$ cat src/rtl/seq_shift_add_mult_24_pkg.sv
// Shared definitions for the iterative shift-add multiplier.
package seq_shift_add_mult_24_pkg;

  localparam int unsigned DEF_WIDTH = 24;

  typedef enum logic [1:0] {
    IDLE = 2'd0,
    RUN  = 2'd1,
    SIGN = 2'd2,
    DONE = 2'd3
  } state_t;

  // Iteration counter width; never narrower than one bit.
  function automatic int unsigned count_bits(input int unsigned w);
    return (w > 1) ? $clog2(w) : 1;
  endfunction

endpackage

$ cat src/rtl/seq_shift_add_mult_24_if.sv
// Operand/result valid-ready bus of the shift-add multiplier.
interface seq_shift_add_mult_24_if
  import seq_shift_add_mult_24_pkg::*;
#(
  parameter int unsigned WIDTH = DEF_WIDTH
);

  logic               in_valid;
  logic               in_ready;
  logic [WIDTH-1:0]   a;
  logic [WIDTH-1:0]   b;
  logic               is_signed;
  logic               out_valid;
  logic               out_ready;
  logic [2*WIDTH-1:0] p;
  logic               signed_out;

  modport master (
    output in_valid, a, b, is_signed, out_ready,
    input  in_ready, out_valid, p, signed_out
  );

  modport slave (
    input  in_valid, a, b, is_signed, out_ready,
    output in_ready, out_valid, p, signed_out
  );

endinterface

$ cat src/rtl/seq_shift_add_mult_24_twos_negate.sv
// Conditional two's-complement negation, purely combinational.
module twos_negate #(
  parameter int unsigned W = 24
) (
  input  logic         en,
  input  logic [W-1:0] din,
  output logic [W-1:0] dout
);

  // Negate when enabled, pass through otherwise; -0 naturally wraps to 0.
  always_comb begin
    dout = en ? (~din + W'(1)) : din;
  end

endmodule

$ cat src/rtl/seq_shift_add_mult_24.sv
// Iterative shift-add multiplier, signed/unsigned selectable, valid/ready on both sides.
module seq_shift_add_mult_24
  import seq_shift_add_mult_24_pkg::*;
#(
  parameter int unsigned WIDTH = DEF_WIDTH
) (
  input logic                    clk,
  input logic                    rst,
  seq_shift_add_mult_24_if.slave bus
);

  localparam int unsigned PW = 2 * WIDTH;
  localparam int unsigned CW = count_bits(WIDTH);
  localparam logic [CW-1:0] LAST = CW'(WIDTH - 1);

  state_t          state;
  logic [CW-1:0]   count;
  logic [PW-1:0]   acc;
  logic [WIDTH-1:0] mag_a;
  logic [WIDTH-1:0] mag_b;
  logic            neg;
  logic [WIDTH-1:0] abs_a;
  logic [WIDTH-1:0] abs_b;
  logic [PW-1:0]   fixed;
  logic [PW-1:0]   addend;

  logic            in_ready_q;
  logic            out_valid_q;
  logic [PW-1:0]   p_q;
  logic            signed_out_q;

  twos_negate #(.W(WIDTH)) u_abs_a (
    .en   (bus.is_signed & bus.a[WIDTH-1]),
    .din  (bus.a),
    .dout (abs_a)
  );

  twos_negate #(.W(WIDTH)) u_abs_b (
    .en   (bus.is_signed & bus.b[WIDTH-1]),
    .din  (bus.b),
    .dout (abs_b)
  );

  twos_negate #(.W(PW)) u_sign_fix (
    .en   (neg),
    .din  (acc),
    .dout (fixed)
  );

  // Partial product for the current multiplier bit.
  always_comb begin
    addend = '0;
    if (mag_b[count]) begin
      addend = {{WIDTH{1'b0}}, mag_a} << count;
    end
  end

  // Control FSM, datapath and registered outputs.
  always_ff @(posedge clk or posedge rst) begin
    if (rst) begin
      state        <= IDLE;
      count        <= '0;
      acc          <= '0;
      mag_a        <= '0;
      mag_b        <= '0;
      neg          <= 1'b0;
      in_ready_q   <= 1'b1;
      out_valid_q  <= 1'b0;
      p_q          <= '0;
      signed_out_q <= 1'b0;
    end else begin
      case (state)
        IDLE: begin
          if (bus.in_valid && in_ready_q) begin
            mag_a        <= abs_a;
            mag_b        <= abs_b;
            neg          <= bus.is_signed & (bus.a[WIDTH-1] ^ bus.b[WIDTH-1]);
            signed_out_q <= bus.is_signed;
            acc          <= '0;
            count        <= '0;
            in_ready_q   <= 1'b0;
            state        <= RUN;
          end
        end
        RUN: begin
          acc <= acc + addend;
          if (count == LAST) begin
            state <= SIGN;
          end else begin
            count <= count + 1'b1;
          end
        end
        SIGN: begin
          p_q         <= fixed;
          out_valid_q <= 1'b1;
          state       <= DONE;
        end
        DONE: begin
          if (bus.out_ready) begin
            out_valid_q <= 1'b0;
            in_ready_q  <= 1'b1;
            state       <= IDLE;
          end
        end
        default: state <= IDLE;
      endcase
    end
  end

  assign bus.in_ready   = in_ready_q;
  assign bus.out_valid  = out_valid_q;
  assign bus.p          = p_q;
  assign bus.signed_out = signed_out_q;

endmodule

$ cat src/flat_wrapper.sv
// flat-port wrapper written by rule: the top's interface ports become plain ports
module seq_shift_add_mult_24_flat import seq_shift_add_mult_24_pkg::*;
#(
  parameter int unsigned WIDTH = DEF_WIDTH
)
  (clk, rst, bus_in_valid, bus_a, bus_b, bus_is_signed, bus_out_ready, bus_in_ready, bus_out_valid, bus_p, bus_signed_out);
  seq_shift_add_mult_24_if #(.WIDTH(WIDTH)) bus_i ();
  input logic clk;
  input logic rst;
  input wire logic [$bits(bus_i.in_valid)-1:0] bus_in_valid;
  input wire logic [$bits(bus_i.a)-1:0] bus_a;
  input wire logic [$bits(bus_i.b)-1:0] bus_b;
  input wire logic [$bits(bus_i.is_signed)-1:0] bus_is_signed;
  input wire logic [$bits(bus_i.out_ready)-1:0] bus_out_ready;
  output wire logic [$bits(bus_i.in_ready)-1:0] bus_in_ready;
  output wire logic [$bits(bus_i.out_valid)-1:0] bus_out_valid;
  output wire logic [$bits(bus_i.p)-1:0] bus_p;
  output wire logic [$bits(bus_i.signed_out)-1:0] bus_signed_out;
  assign bus_i.in_valid = bus_in_valid;
  assign bus_i.a = bus_a;
  assign bus_i.b = bus_b;
  assign bus_i.is_signed = bus_is_signed;
  assign bus_i.out_ready = bus_out_ready;
  assign bus_in_ready = bus_i.in_ready;
  assign bus_out_valid = bus_i.out_valid;
  assign bus_p = bus_i.p;
  assign bus_signed_out = bus_i.signed_out;
  seq_shift_add_mult_24 #(.WIDTH(WIDTH)) u_core (.clk(clk), .rst(rst), .bus(bus_i));
endmodule
$ cat config.mk
export PLATFORM = sky130hd
export DESIGN_NAME = seq_shift_add_mult_24_flat
export DESIGN_NICKNAME = d
export VERILOG_FILES = /design/src/rtl/seq_shift_add_mult_24_pkg.sv /design/src/rtl/seq_shift_add_mult_24_if.sv /design/src/rtl/seq_shift_add_mult_24_twos_negate.sv /design/src/rtl/seq_shift_add_mult_24.sv /design/src/flat_wrapper.sv
export SDC_FILE = /design/constraint.sdc
export NUM_CORES = 1
export LEC_CHECK = 0
export ABC_AREA = 1
export BUFFER_PORTS_ARGS = -buffer_cell sky130_fd_sc_hd__buf_4
export CAP_MARGIN = 20
export CORE_AREA = 2 2 174 176
export DETAILED_ROUTE_END_ITERATION = 7
export DIE_AREA = 0 0 176 178
export HOLD_SLACK_MARGIN = 0.02
export PLACE_DENSITY = 0.7
export SLEW_MARGIN = 20
export SYNTH_ARGS = -nofsm -noshare
export SYNTH_HDL_FRONTEND = slang
export SYNTH_SLANG_ARGS = --single-unit
$ cat constraint.sdc
create_clock -name clk -period 4.8 [get_ports clk]
set_input_delay 0.48 -clock clk [delete_from_list [all_inputs] [get_ports clk]]
set_output_delay 0.48 -clock clk [all_outputs]
set_load 0.02 [all_outputs]
==> results.toml <==
[power]
power.ir.vdd_worst_uv = 335
net-switching-power_mw = 5.49
p_per_area_nw_per_um2 = 630
overall_power_after_layout_mw = 10.1
netSwitchingFraction = 0.542
proportion_of_power_drawn_by_flip_flops_and_latches = 0.236
power_frac_comb = 0.628
power_frac_clock = 0.135
power.internal_mw = 4.64
static-leakage-power_nw = 8.60

[placement]
gpl.final_weighted_congestion = 1.02
place.port_buffers = 103
dpl-instance-area_um2 = 15500
dpl.hpwl_mm = 39.1

[detailed_routing]
violation_count_after_the_first_detailed_routing_iteration = 1460
routed_wl_mm = 48.6
routed_via_density = 5.34
post_drt_wl_per_cell_um = 16.7
drt_pre_antenna_iters = 6
vias = 15600
ant_nets = 0
post_route_drc_violation_count = 0

[logic_synthesis]
synth.area.mux_share = 0.000690
ys_warn_count = 0
yosysUniqueCellTypes = 52
synth_simple_gate_area_share = 0.418
compound_gate_portion_of_the_synthesized_area = 0.118
synth_adder_area_share = 0.0497
syn-mean-instance-area_um2 = 5.92
postSynthNetCount = 2559
synth_enable_flop_cells = 0
asr_flop_ratio_synth = 1.00
seq_cells_post_synth = 155
synthCells = 2449
ys.flop_type = "sky130_fd_sc_hd__dfrtp_1"
combinational_family_with_the_most_area_after_synthesis = "simple AND/OR/NAND/NOR gates"
sequential_to_total_area_share_from_yosys_stat = 0.267
post_synth_xor_area_fraction = 0.0368
synthesis.area_um2 = 14500

[worst_setup_path]
required_ns = 5.11
end_kind = "register"
crit_buf_inv = 1
critical_path.max_stage_delay_ns = 0.56
worstPathMaxFanout = 36
crit_path_top_delay_cell = "sky130_fd_sc_hd__dfrtp_1"
reg2reg_setup_slack_ns = 0.66
cp_data_arrival_time_ns = 4.45
most_numerous_cell_on_the_critical_path = "sky130_fd_sc_hd__nand2_1"
start_to_end_type_of_the_worst_setup_path = "register to register"
critical-path-top-delay-family = "simple AND/OR/NAND/NOR gates"
worstPathCellList = "buf_4 -> nand2_1 -> and2_1 -> o21ai_1 -> nand2_1 -> and2_1 -> nor3_1 -> ha_1 -> nand2_1 -> nor2_1 -> nand3_1 -> nand2_1 -> nand2_1 -> nand2_1 -> nand3_1 -> nand2_1 -> nand2_1 -> nand3_1 -> o21ai_0"
setup.worst_path.start_class = "register"

[sta]
unrepaired_setup_endpoints_after_global_routing = "false"
timing_hold_violations_final = 0
final_min_period_over_clock_period = 0.863
worst_slew_margin_rel = 0.545
finalWorstPathRequiredPeriod_ns = 4.14
timing_worst_slew_pin_value_ns = 0.677
setup_viol_count_final = 0
setup_tns_ns = 0
fin_skew_ns = 0.0213
max_clock_freq_mhz = 242
final_max_slew_viol_count = 0

[clock_tree]
path_clk_slew_ns = 0.08
clock_latency_on_the_worst_skew_pair_ns = 0.45
htree_num_levels = 4
cts.root.buffer_cell = "sky130_fd_sc_hd__clkbuf_16"
cts_made_buffers = 17
clockBufferDepth = 2
clock_sinks = 155
clock_tree_from_tritoncts = "yes"
ctsResizeCount = 0
postCtsSetupRepairBufs = 0
cts_hold_buf = 0

[floorplan]
die_h_um = 178
ios = 104
fp.dieW_um = 176
core_outline_area_um2 = 29400
die-area_um2 = 31300
rows = 63
initial_core_util = 0.493

[hold_path]
min_path_type = "primary input to async pin"

[layout]
layout_common_cells = "sky130_fd_sc_hd__nand2_1, sky130_fd_sc_hd__inv_1, sky130_fd_sc_hd__nor2_1, sky130_fd_sc_hd__nand3_1, sky130_fd_sc_hd__o21ai_0"
post_route_cells_drive_above_1_share = 0.0784
layout.cell_area.non_filler_um2 = 16100
antenna_cells_inserted = 0
layout_area_growth_over_synthesis_pct = 10.9
most_frequent_standard_cell_in_the_layout_excluding_fill_and_tap_cells = "sky130_fd_sc_hd__nand2_1"
final_core_density = 0.547
fill_cells = 3118
finalNetCount = 2623

[outcome]
outcome = "complete, no violations"

[grt]
grt_util_all_layers = 0.316
via_count_of_the_first_global_routing_pass = 14600
pin_count_of_the_biggest_net_entering_global_routing = 79
antenna_violations_before_repair = 0
grt_remaining_overflow = 0
grt_first_pass_wirelength_mm = 76.7

[flow_run]
cap_viol_max_count = 0
routing by layer:
metal,share of wire,GRT usage,wire [µm]
met4,0.050,0.154,2410
met5,0,0,0
met3,0.063,0.0399,3080
met1,0.42,0.396,20600
met2,0.46,0.541,22500
power by group through the flow:
stage,clock (mW),combinational [mW],sequential [mW]
floorplan,0,4.38,2.45
global placement,0,6.23,2.39
detailed placement,0,6.28,2.40
CTS,1.37,6.32,2.38
global route,1.43,7.14,2.47
finish,1.37,6.36,2.40
path summary, 6_finish.rpt:
path	from	endpoint	cells past startpoint
min in group clk	bus_is_signed	u_core.bus.signed_out$_DFFE_PP0P_	3
min	rst	u_core.neg$_DFFE_PP0P_	2
max in group asynchronous	rst	u_core.mag_a[21]$_DFFE_PP0P_	3
max reg2reg	u_core.count[0]$_DFFE_PP0P_	u_core.acc[27]$_DFFE_PP0P_	19
max	u_core.count[0]$_DFFE_PP0P_	u_core.acc[27]$_DFFE_PP0P_	19
min reg2reg	u_core.bus.p[45]$_DFFE_PP0P_	u_core.bus.p[45]$_DFFE_PP0P_	2
cells in the mapped netlist, types with 2 or more instances:
| cell type | count | area, µm² |
|---|---|---|
| sky130_fd_sc_hd__o21ai_1 | 22 | 110 |
| sky130_fd_sc_hd__nor2_4 | 3 | 33.8 |
| sky130_fd_sc_hd__o21a_1 | 5 | 37.5 |
| sky130_fd_sc_hd__buf_6 | 11 | 124 |
| sky130_fd_sc_hd__nor3_1 | 19 | 95.1 |
| sky130_fd_sc_hd__nand4_1 | 19 | 119 |
| sky130_fd_sc_hd__or2_2 | 10 | 62.6 |
| sky130_fd_sc_hd__nor4_1 | 3 | 18.8 |
| sky130_fd_sc_hd__clkinv_1 | 2 | 7.51 |
| sky130_fd_sc_hd__a21o_1 | 2 | 15.0 |
| sky130_fd_sc_hd__nand2_2 | 4 | 25.0 |
| sky130_fd_sc_hd__o21ai_0 | 158 | 791 |
| sky130_fd_sc_hd__inv_1 | 308 | 1160 |
| sky130_fd_sc_hd__nand3_1 | 199 | 996 |
| sky130_fd_sc_hd__a31oi_1 | 24 | 150 |
| sky130_fd_sc_hd__and2_1 | 7 | 43.8 |
| sky130_fd_sc_hd__xor2_1 | 46 | 403 |
| sky130_fd_sc_hd__nor2_1 | 294 | 1100 |
| sky130_fd_sc_hd__buf_1 | 7 | 26.3 |
| sky130_fd_sc_hd__or2_1 | 2 | 12.5 |
| sky130_fd_sc_hd__o211ai_1 | 5 | 37.5 |
| sky130_fd_sc_hd__o22ai_1 | 4 | 25.0 |
| sky130_fd_sc_hd__buf_2 | 10 | 50.1 |
| sky130_fd_sc_hd__a21boi_0 | 4 | 30.0 |
| sky130_fd_sc_hd__a21oi_1 | 63 | 315 |
| sky130_fd_sc_hd__inv_2 | 6 | 22.5 |
| sky130_fd_sc_hd__nand3_2 | 3 | 30.0 |
| sky130_fd_sc_hd__clkbuf_1 | 44 | 165 |
| sky130_fd_sc_hd__o31ai_1 | 4 | 30.0 |
| sky130_fd_sc_hd__o21ai_2 | 5 | 43.8 |
| sky130_fd_sc_hd__ha_1 | 56 | 701 |
| sky130_fd_sc_hd__xnor2_1 | 15 | 131 |
| sky130_fd_sc_hd__dfrtp_1 | 154 | 3850 |
| sky130_fd_sc_hd__nand3b_1 | 18 | 135 |
| sky130_fd_sc_hd__nand2_1 | 887 | 3330 |
| sky130_fd_sc_hd__nor3_2 | 3 | 30.0 |
| sky130_fd_sc_hd__buf_4 | 4 | 30.0 |
| sky130_fd_sc_hd__nor2_2 | 2 | 12.5 |
| sky130_fd_sc_hd__o21bai_1 | 4 | 30.0 |
cell type report:
type                       instances  area, µm²  area share
tap                              390        488      0.0303
clock inverter                    14        135     0.00840
sequential                       155       3880       0.241
timing repair buffer             121        908      0.0565
inverter                         317       1200      0.0746
multi-input combinational       1901       9050       0.562
clock buffer                      17        425      0.0265
stage by stage:
stage	setup WS [ns]	instances	hold slack (ns)
final	0.659	2915	0.109
after global routing	0.273	2915	0.169
after CTS	0.714	2915	0.155
after detailed placement	0.764	2884	0.468
after global placement	0.780	2884	0.466
after floorplan	0.144	2449	0.444
state kept, by name, indices dropped and copies added (netlist names):
| register | cells |
|---|---|
| u_core.mag_a | 24 |
| u_core.bus.out_valid | 1 |
| u_core.bus.p | 48 |
| u_core.state | 2 |
| u_core.bus.in_ready | 1 |
| u_core.acc | 48 |
| u_core.neg | 1 |
| u_core.count | 5 |
| u_core.mag_b | 24 |
| u_core.bus.signed_out | 1 |
cells by family after synthesis:
| group | count (synthesis) |
|---|---|
| buf+inv | 393 |
| simple gates | 1474 |
| xor+xnor | 61 |
| mux | 1 |
| flops | 155 |
| compound gates | 308 |
| fa+ha+maj | 57 |
No activity file was read; power rests on OpenSTA's default activity.
